$ cat src/rtl/reg_display_scan.sv
// reg_display_scan: shows one of CHANNELS registers on a row of active-low
// 7-segment digits. The channel is chosen manually (Sel) or stepped
// automatically every DWELL cycles; Freeze pauses both the selection and
// the displayed value. Indices at or above CHANNELS blank the display.
module reg_display_scan #(
    parameter int WIDTH    = 16,
    parameter int CHANNELS = 5,
    parameter int DWELL    = 50000000
) (
    input  logic                         i_clk,
    input  logic                         i_rst,
    input  logic [CHANNELS*WIDTH-1:0]    i_regs,
    input  logic [3:0]                   i_sel,
    input  logic                         i_auto,
    input  logic                         i_freeze,
    output logic [(WIDTH/4)*7-1:0]       o_hex,
    output logic [3:0]                   o_chan,
    output logic                         o_blank
);

    localparam int              DIGITS   = WIDTH / 4;
    localparam int              CW       = (DWELL > 1) ? $clog2(DWELL) : 1;
    localparam logic [CW-1:0]   CNT_LAST = CW'(DWELL - 1);
    localparam logic [3:0]      CH_LAST  = 4'(CHANNELS - 1);
    // Five bits so that CHANNELS=16 compares correctly against a 4-bit index.
    localparam logic [4:0]      CH_COUNT = 5'(CHANNELS);

    logic [3:0]       r_ch;
    logic [CW-1:0]    r_cnt;
    logic [WIDTH-1:0] r_dq;
    logic [3:0]       r_chan;
    logic             r_blank;

    logic [3:0]       w_ch_next;
    logic [CW-1:0]    w_cnt_next;
    logic             w_ch_oor;
    logic [WIDTH-1:0] w_sel_data;

    assign w_ch_oor = ({1'b0, r_ch} >= CH_COUNT);

    // Register mux: data of channel ch, or zero when ch is out of range.
    always_comb begin
        // NOTE: every combinational output gets a default before any branch,
        // otherwise an unassigned path infers a latch.
        w_sel_data = '0;
        for (int k = 0; k < CHANNELS; k++) begin
            if (r_ch == 4'(k)) begin
                w_sel_data = i_regs[k*WIDTH +: WIDTH];
            end
        end
    end

    // Selection next-state: manual load, auto dwell/advance, or hold on freeze.
    always_comb begin
        w_ch_next  = r_ch;
        w_cnt_next = r_cnt;
        if (!i_freeze) begin
            if (!i_auto) begin
                // Keeping cnt at 0 in manual mode makes the first auto dwell
                // last exactly DWELL cycles.
                w_ch_next  = i_sel;
                w_cnt_next = '0;
            end else if (w_ch_oor) begin
                w_ch_next  = '0;
                w_cnt_next = '0;
            end else if (r_cnt == CNT_LAST) begin
                w_cnt_next = '0;
                w_ch_next  = (r_ch == CH_LAST) ? 4'd0 : r_ch + 4'd1;
            end else begin
                w_cnt_next = r_cnt + CW'(1);
            end
        end
    end

    // State and output registers; reset overrides freeze and mode.
    always_ff @(posedge i_clk) begin
        // NOTE: sequential state uses non-blocking assignments so every
        // register samples pre-edge values (Chan below gets the old ch).
        if (i_rst) begin
            r_ch    <= '0;
            r_cnt   <= '0;
            r_dq    <= '0;
            r_chan  <= '0;
            r_blank <= 1'b1;
        end else begin
            r_ch  <= w_ch_next;
            r_cnt <= w_cnt_next;
            if (!i_freeze) begin
                r_dq    <= w_sel_data;
                r_chan  <= r_ch;
                r_blank <= w_ch_oor;
            end
        end
    end

    // Active-low hex glyph for one nibble (bit 6 = g ... bit 0 = a).
    function automatic logic [6:0] f_seg(input logic [3:0] n);
        case (n)
            4'h0:    f_seg = 7'b1000000;
            4'h1:    f_seg = 7'b1111001;
            4'h2:    f_seg = 7'b0100100;
            4'h3:    f_seg = 7'b0110000;
            4'h4:    f_seg = 7'b0011001;
            4'h5:    f_seg = 7'b0010010;
            4'h6:    f_seg = 7'b0000010;
            4'h7:    f_seg = 7'b1111000;
            4'h8:    f_seg = 7'b0000000;
            4'h9:    f_seg = 7'b0010000;
            4'hA:    f_seg = 7'b0001000;
            4'hB:    f_seg = 7'b0000011;
            4'hC:    f_seg = 7'b1000110;
            4'hD:    f_seg = 7'b0100001;
            4'hE:    f_seg = 7'b0000110;
            default: f_seg = 7'b0001110;
        endcase
    endfunction

    // Segment decode of the held data; blanking forces all segments off.
    always_comb begin
        o_hex = '1;
        for (int d = 0; d < DIGITS; d++) begin
            o_hex[d*7 +: 7] = r_blank ? 7'b1111111 : f_seg(r_dq[d*4 +: 4]);
        end
    end

    assign o_chan  = r_chan;
    assign o_blank = r_blank;

endmodule

$ cat config.mk
export PLATFORM = sky130hd
export DESIGN_NAME = reg_display_scan
export DESIGN_NICKNAME = d
export VERILOG_FILES = /design/src/rtl/reg_display_scan.sv
export SDC_FILE = /design/constraint.sdc
export NUM_CORES = 1
export LEC_CHECK = 0
export BUFFER_PORTS_ARGS = -buffer_cell sky130_fd_sc_hd__buf_2
export CORE_MARGIN = 2
export CORE_UTILIZATION = 42
export DETAILED_ROUTE_END_ITERATION = 6
export GPL_TIMING_DRIVEN = 0
export PLACE_DENSITY_LB_ADDON = 0.3
export SLEW_MARGIN = 20
export SYNTH_ARGS = -nofsm -noshare
export SYNTH_HDL_FRONTEND = slang
export SYNTH_SLANG_ARGS = --single-unit
$ cat constraint.sdc
create_clock -name i_clk -period 5.3 [get_ports i_clk]
set_clock_uncertainty 0.1 [all_clocks]
set_input_delay 0.795 -clock i_clk [delete_from_list [all_inputs] [get_ports i_clk]]
set_output_delay 0.795 -clock i_clk [all_outputs]
set_load 0.01 [all_outputs]
## After elaboration in Yosys (flattened, before gate mapping)

Memories as Yosys holds them, arrays and structs flattened. A register that Yosys moved wholly into a read port is not among the register bits.
Index checks and enable logic that the tools add are counted.

- Reduce and logical (&&, ||, !) cells: 2
- Divide/modulo/power cells: 0
- Bitwise logic cells: 1
- Shift operators: 0
- Eq/ne operators: 6
- Multiply operators: 0
- Multiplexer cells: 24
- $lt $le $gt $ge: 1
- Add/subtract/negate cells: 2

Operators by type and width:

| operator | count |
|---|---|
| 16-bit two-way mux | 5 |
| 26-bit two-way mux | 3 |
| 4-bit two-way mux | 12 |
| 7-bit two-way mux | 4 |
| 26-bit by 1-bit adder with 26-bit output (second input constant) | 1 |
| 26-bit equality test (second input constant) | 1 |
| 4-bit by 2-bit equality test with 1-bit output (second input constant) | 2 |
| 4-bit by 1-bit adder with 4-bit output (second input constant) | 1 |
| 4-bit by 1-bit equality test with 1-bit output (second input constant) | 1 |
| 4-bit by 3-bit equality test with 1-bit output (second input constant) | 1 |
| 4-bit by 3-bit greater-or-equal comparator with 1-bit output (second input constant) | 1 |
| 4-bit logical NOT | 1 |
| 3-bit by 1-bit inequality test with 1-bit output (second input constant) | 1 |
| 2-bit AND reduction | 1 |
| 1-bit inverter | 1 |

- Bits in read-only memories: 448
- RAM bits: 0
- Word-level logic and storage cells: 45
- Bits in registers: 51
- Bits in latches: 0
- Output and inout bits: 33
- Memories: 4
- Input bits: 88

Memories:

| name | depth | bits a word | rd ports | clocked after Yosys merged registers in | write ports | RTL line | text |
|---|---|---|---|---|---|---|---|
| (no name shown) | 16 | 7 | 1 | 1 | 0 | 98 | `case (n)` |
| (no name shown) | 16 | 7 | 1 | 1 | 0 | 98 |  |
| (no name shown) | 16 | 7 | 1 | 1 | 0 | 98 |  |
| (no name shown) | 16 | 7 | 1 | 1 | 0 | 98 |  |

## Logic depth before layout (Yosys ltp)

- Depth after elaboration: 8
- Gate-level depth with buffers: 15
- Mapped depth without buffers: 13

## Worst setup path after synthesis

No wires, ideal clock.

- Path type: in2reg
- From: input port i_freeze
- To: register with a tool-made name
- Stages: 11
- Library setup time: 0.128 ns
- Required time: 5.072 ns
- Path buffers: 3
- Setup slack: 2.265 ns
- Data arrival time: 2.807 ns
- Path through: buf_4 > buf_4 > buf_4 > nor2b_1 > nor4_1 > inv_1 > ha_1 > inv_1 > mux2_1 > o22a_1 > nor2_1

RTL lines:

| element | RTL line | text |
|---|---|---|
| start, declared | 15 | `input logic i_freeze,` |

==> key figures <==
Route
  • DR pass1 iterations: 5
  • Iter 0 DRT Violations: 273
  • Vias per cell: 5.55
  • Post-route ant nets: 0
  • Final WL: 15000 µm
  • Vias post-DR: 4788
  • DRC errors left: 0
  • Drt wl/cell: 17.4 µm

Clock tree
  • Post_cts resized: 0
  • CTS root buffer: clkbuf_16
  • CTS Buf Count: 9
  • CTS H-Tree Depth: 3
  • Clk sinks: 79
  • TritonCTS clock tree: built
  • Worst skew pair latency: 330 ps
  • Clock transition at path regs: 60 ps
  • Setup bufs post-CTS: 0
  • Hold_buf cts: 0
  • Clock Tree Buf Depth: 2

Critical path
  • CP max-delay cell: nor4_1
  • Biggest cell delay along the critical path: 880 ps
  • R2R Path Start: r_ch[0]$_SDFFE_PP0P_
  • Endpoint class of the critical path: flop
  • Internal reg-to-reg setup slack: 1620 ps
  • Startpoint types: flop
  • Critical Path Fanout Max: 10
  • Crit. Startpoint: r_ch[0]$_SDFFE_PP0P_
  • Crit-path cells: inv_1, ha_1, buf_2, nand3b_1, clkbuf_1, nor3_1, nor4_1, inv_1, ha_1, inv_1, mux2_1, o22a_1, nor2_1
  • Worst Path Arrival: 3770 ps
  • CP most frequent cell: inv_1
  • CP Data Required Time: 5390 ps
  • Crit Path Category: flop to flop
  • Reg2reg path depth: 13

Floorplan
  • Die H: 113 µm
  • Die X: 113 µm
  • Die area: 0.0127 mm²
  • Row Count: 39
  • Io pins: 121
  • Initial Utilization: 0.433
  • Core Region: 0.0115 mm²

Timing
  • Setup TNS: 0 ps
  • Final setup viols: 0
  • Worst slew pin tran: 1000 ps
  • Final hold vios: 0
  • Final worst-path cycle share: 0.695
  • RSZ-0062 raised after global routing: no
  • Period minus WS final: 3680 ps
  • Final Max Slew Viols: 0
  • Rel. slew slack: 0.326
  • Fmax: 272 MHz
  • Worst setup margin: 1620 ps

Synth
  • Synth area leaders: dfxtp_1 32%, ha_1 7.3%, mux2i_1 5.0%
  • Most common cell in the netlist: dfxtp_1
  • Syn Nets: 701
  • FF+latch count, synth: 79
  • Synth async-reset ratio: 0
  • Yosys warnings: 0
  • Top cell type's share of synthesized area: 0.319
  • Seq/Total Area, Yosys: 0.319
  • Synthesized area: 0.00496 mm²
  • Post-synth EDFFs: 0
  • Commonest cells post-synth: 79 x dfxtp_1, 52 x nor2_1, 36 x a21oi_1, 35 x inv_1, 33 x nand2_1
  • Syn avg cell area: 8.50 µm²
  • Syn Inst Count: 584
  • Main synth FF type: dfxtp_1
  • Distinct cells, synth: 71
  • Post-synth top area cell: dfxtp_1

Global route
  • First-pass GRT wire length: 23600 µm
  • Initial antenna violation count: 0
  • Vias in the first global route: 4701
  • Largest net degree at the start of global routing: 13
  • Remaining Overflow, GRT: 0
  • GRT Overall Usage: 0.234

Finish
  • Sequential Area: 0.00158 mm²
  • Area Overhead vs Synth: 21.2%
  • Layout Nets: 831
  • Area of the multi-input gates: 0.00304 mm²
  • Layout cell share with drive strength beyond 1: 0.291
  • Fin util: 0.525
  • # diodes: 0
  • Filler instances: 1076

Place
  • Place WS: 1540 ps
  • Port Buffer Count: 119
  • RD Place Congestion: 0.979
  • Detailed placement HPWL: 11700 µm

Worst hold path
  • Hold Crit Class: flop to flop

Power and ir drop
  • PD cells: 285 mW/mm²
  • Peak VDD IR: 131 µV
  • LEAKAGE: 2.61 nW

Flow run
  • Max Cap Viol: 0

Run status
  • Outcome: finished, final reports clean
-- per-stage QoR --
step | std cells | hold WS, ps | total power [mW] | instance area [µm²]
finish | 862 | 394 | 1.71 | 6020
global route | 862 | 431 | 1.79 | 6020
CTS | 862 | 397 | 1.72 | 6020
detailed placement | 846 | 389 | 1.15 | 5740
global placement | 846 | 371 | 1.13 | 5740
floorplan | 584 | 358 | 0.992 | 4960
-- layout make-up --
type                            instances  share of cell area
Multi-Input combinational cell        432               0.506
Sequential cell                        79               0.263
Timing Repair Buffer                  119              0.0990
Clock buffer                           13              0.0433
Buffer                                 36              0.0335
Tap cell                              143              0.0297
Inverter                               37              0.0231
Clock inverter                          3             0.00291
-- critical path, delay by kind of cell (launching register included) --
kind | cells | cell delay [ps]
AOI/OAI and AO/OA | 1 | 130
adders and majority gates | 2 | 500
buffers and inverters | 5 | 1060
DFF | 1 | 450
muxes | 1 | 130
and+or+nand+nor | 4 | 1170
-- cell usage in the layout (no fill, tap or decap), types with 9 or more instances in the layout --
master | Yosys | routed
ha_1 | 29 | 29
xor2_1 | 17 | 17
mux2i_1 | 25 | 25
a21oi_1 | 36 | 36
and2_1 | 10 | 10
dfxtp_1 | 79 | 79
clkbuf_1 | 13 | 15
nand3b_1 | 17 | 17
o21ai_0 | 12 | 12
inv_1 | 35 | 35
nor2_1 | 52 | 52
nand2_1 | 33 | 33
nand3_1 | 12 | 12
or2_2 | 29 | 29
clkbuf_16 | 0 | 9
buf_2 | 14 | 133
-- layer usage --
layer,track usage,vias to the layer above,wire [µm]
li1,-,2321,-
met1,0.293,2191,6440
met2,0.382,224,6830
met3,0.0445,52,1090
met4,0.128,0,677
met5,0,-,0
-- power by group --
part           switching (mW)  internal (mW)  leakage [nW]
Sequential             0.0145          0.646         0.647
Combinational           0.279          0.204          1.83
Clock                   0.227          0.341         0.136
Total                   0.521           1.19          2.61
-- worst min-delay path by stage --
stage	from	endpoint	slack (ps)	cells past startpoint
global route	r_cnt[1]$_SDFFE_PP0N_	r_cnt[1]$_SDFFE_PP0N_	430	2
finish	r_cnt[1]$_SDFFE_PP0N_	r_cnt[1]$_SDFFE_PP0N_	390	2
global placement	r_cnt[1]$_SDFFE_PP0N_	r_cnt[1]$_SDFFE_PP0N_	370	2
floorplan	r_cnt[1]$_SDFFE_PP0N_	r_cnt[1]$_SDFFE_PP0N_	360	2
CTS	r_cnt[1]$_SDFFE_PP0N_	r_cnt[1]$_SDFFE_PP0N_	400	2
detailed placement	o_chan[2]$_SDFFE_PP0N_	o_chan[2]$_SDFFE_PP0N_	390	2
-- logic make-up after synthesis --
logic type               Yosys count  synth area share
XOR/XNOR                          24            0.0423
flip-flops                        79             0.319
adder cells (fa/ha/maj)           29            0.0731
buffers and inverters             73            0.0685
multiplexers                      28            0.0572
AND/OR/NAND/NOR                  216             0.240
AO/OA/AOI/OAI                    135             0.200
No activity file was read; power rests on OpenSTA's default activity.
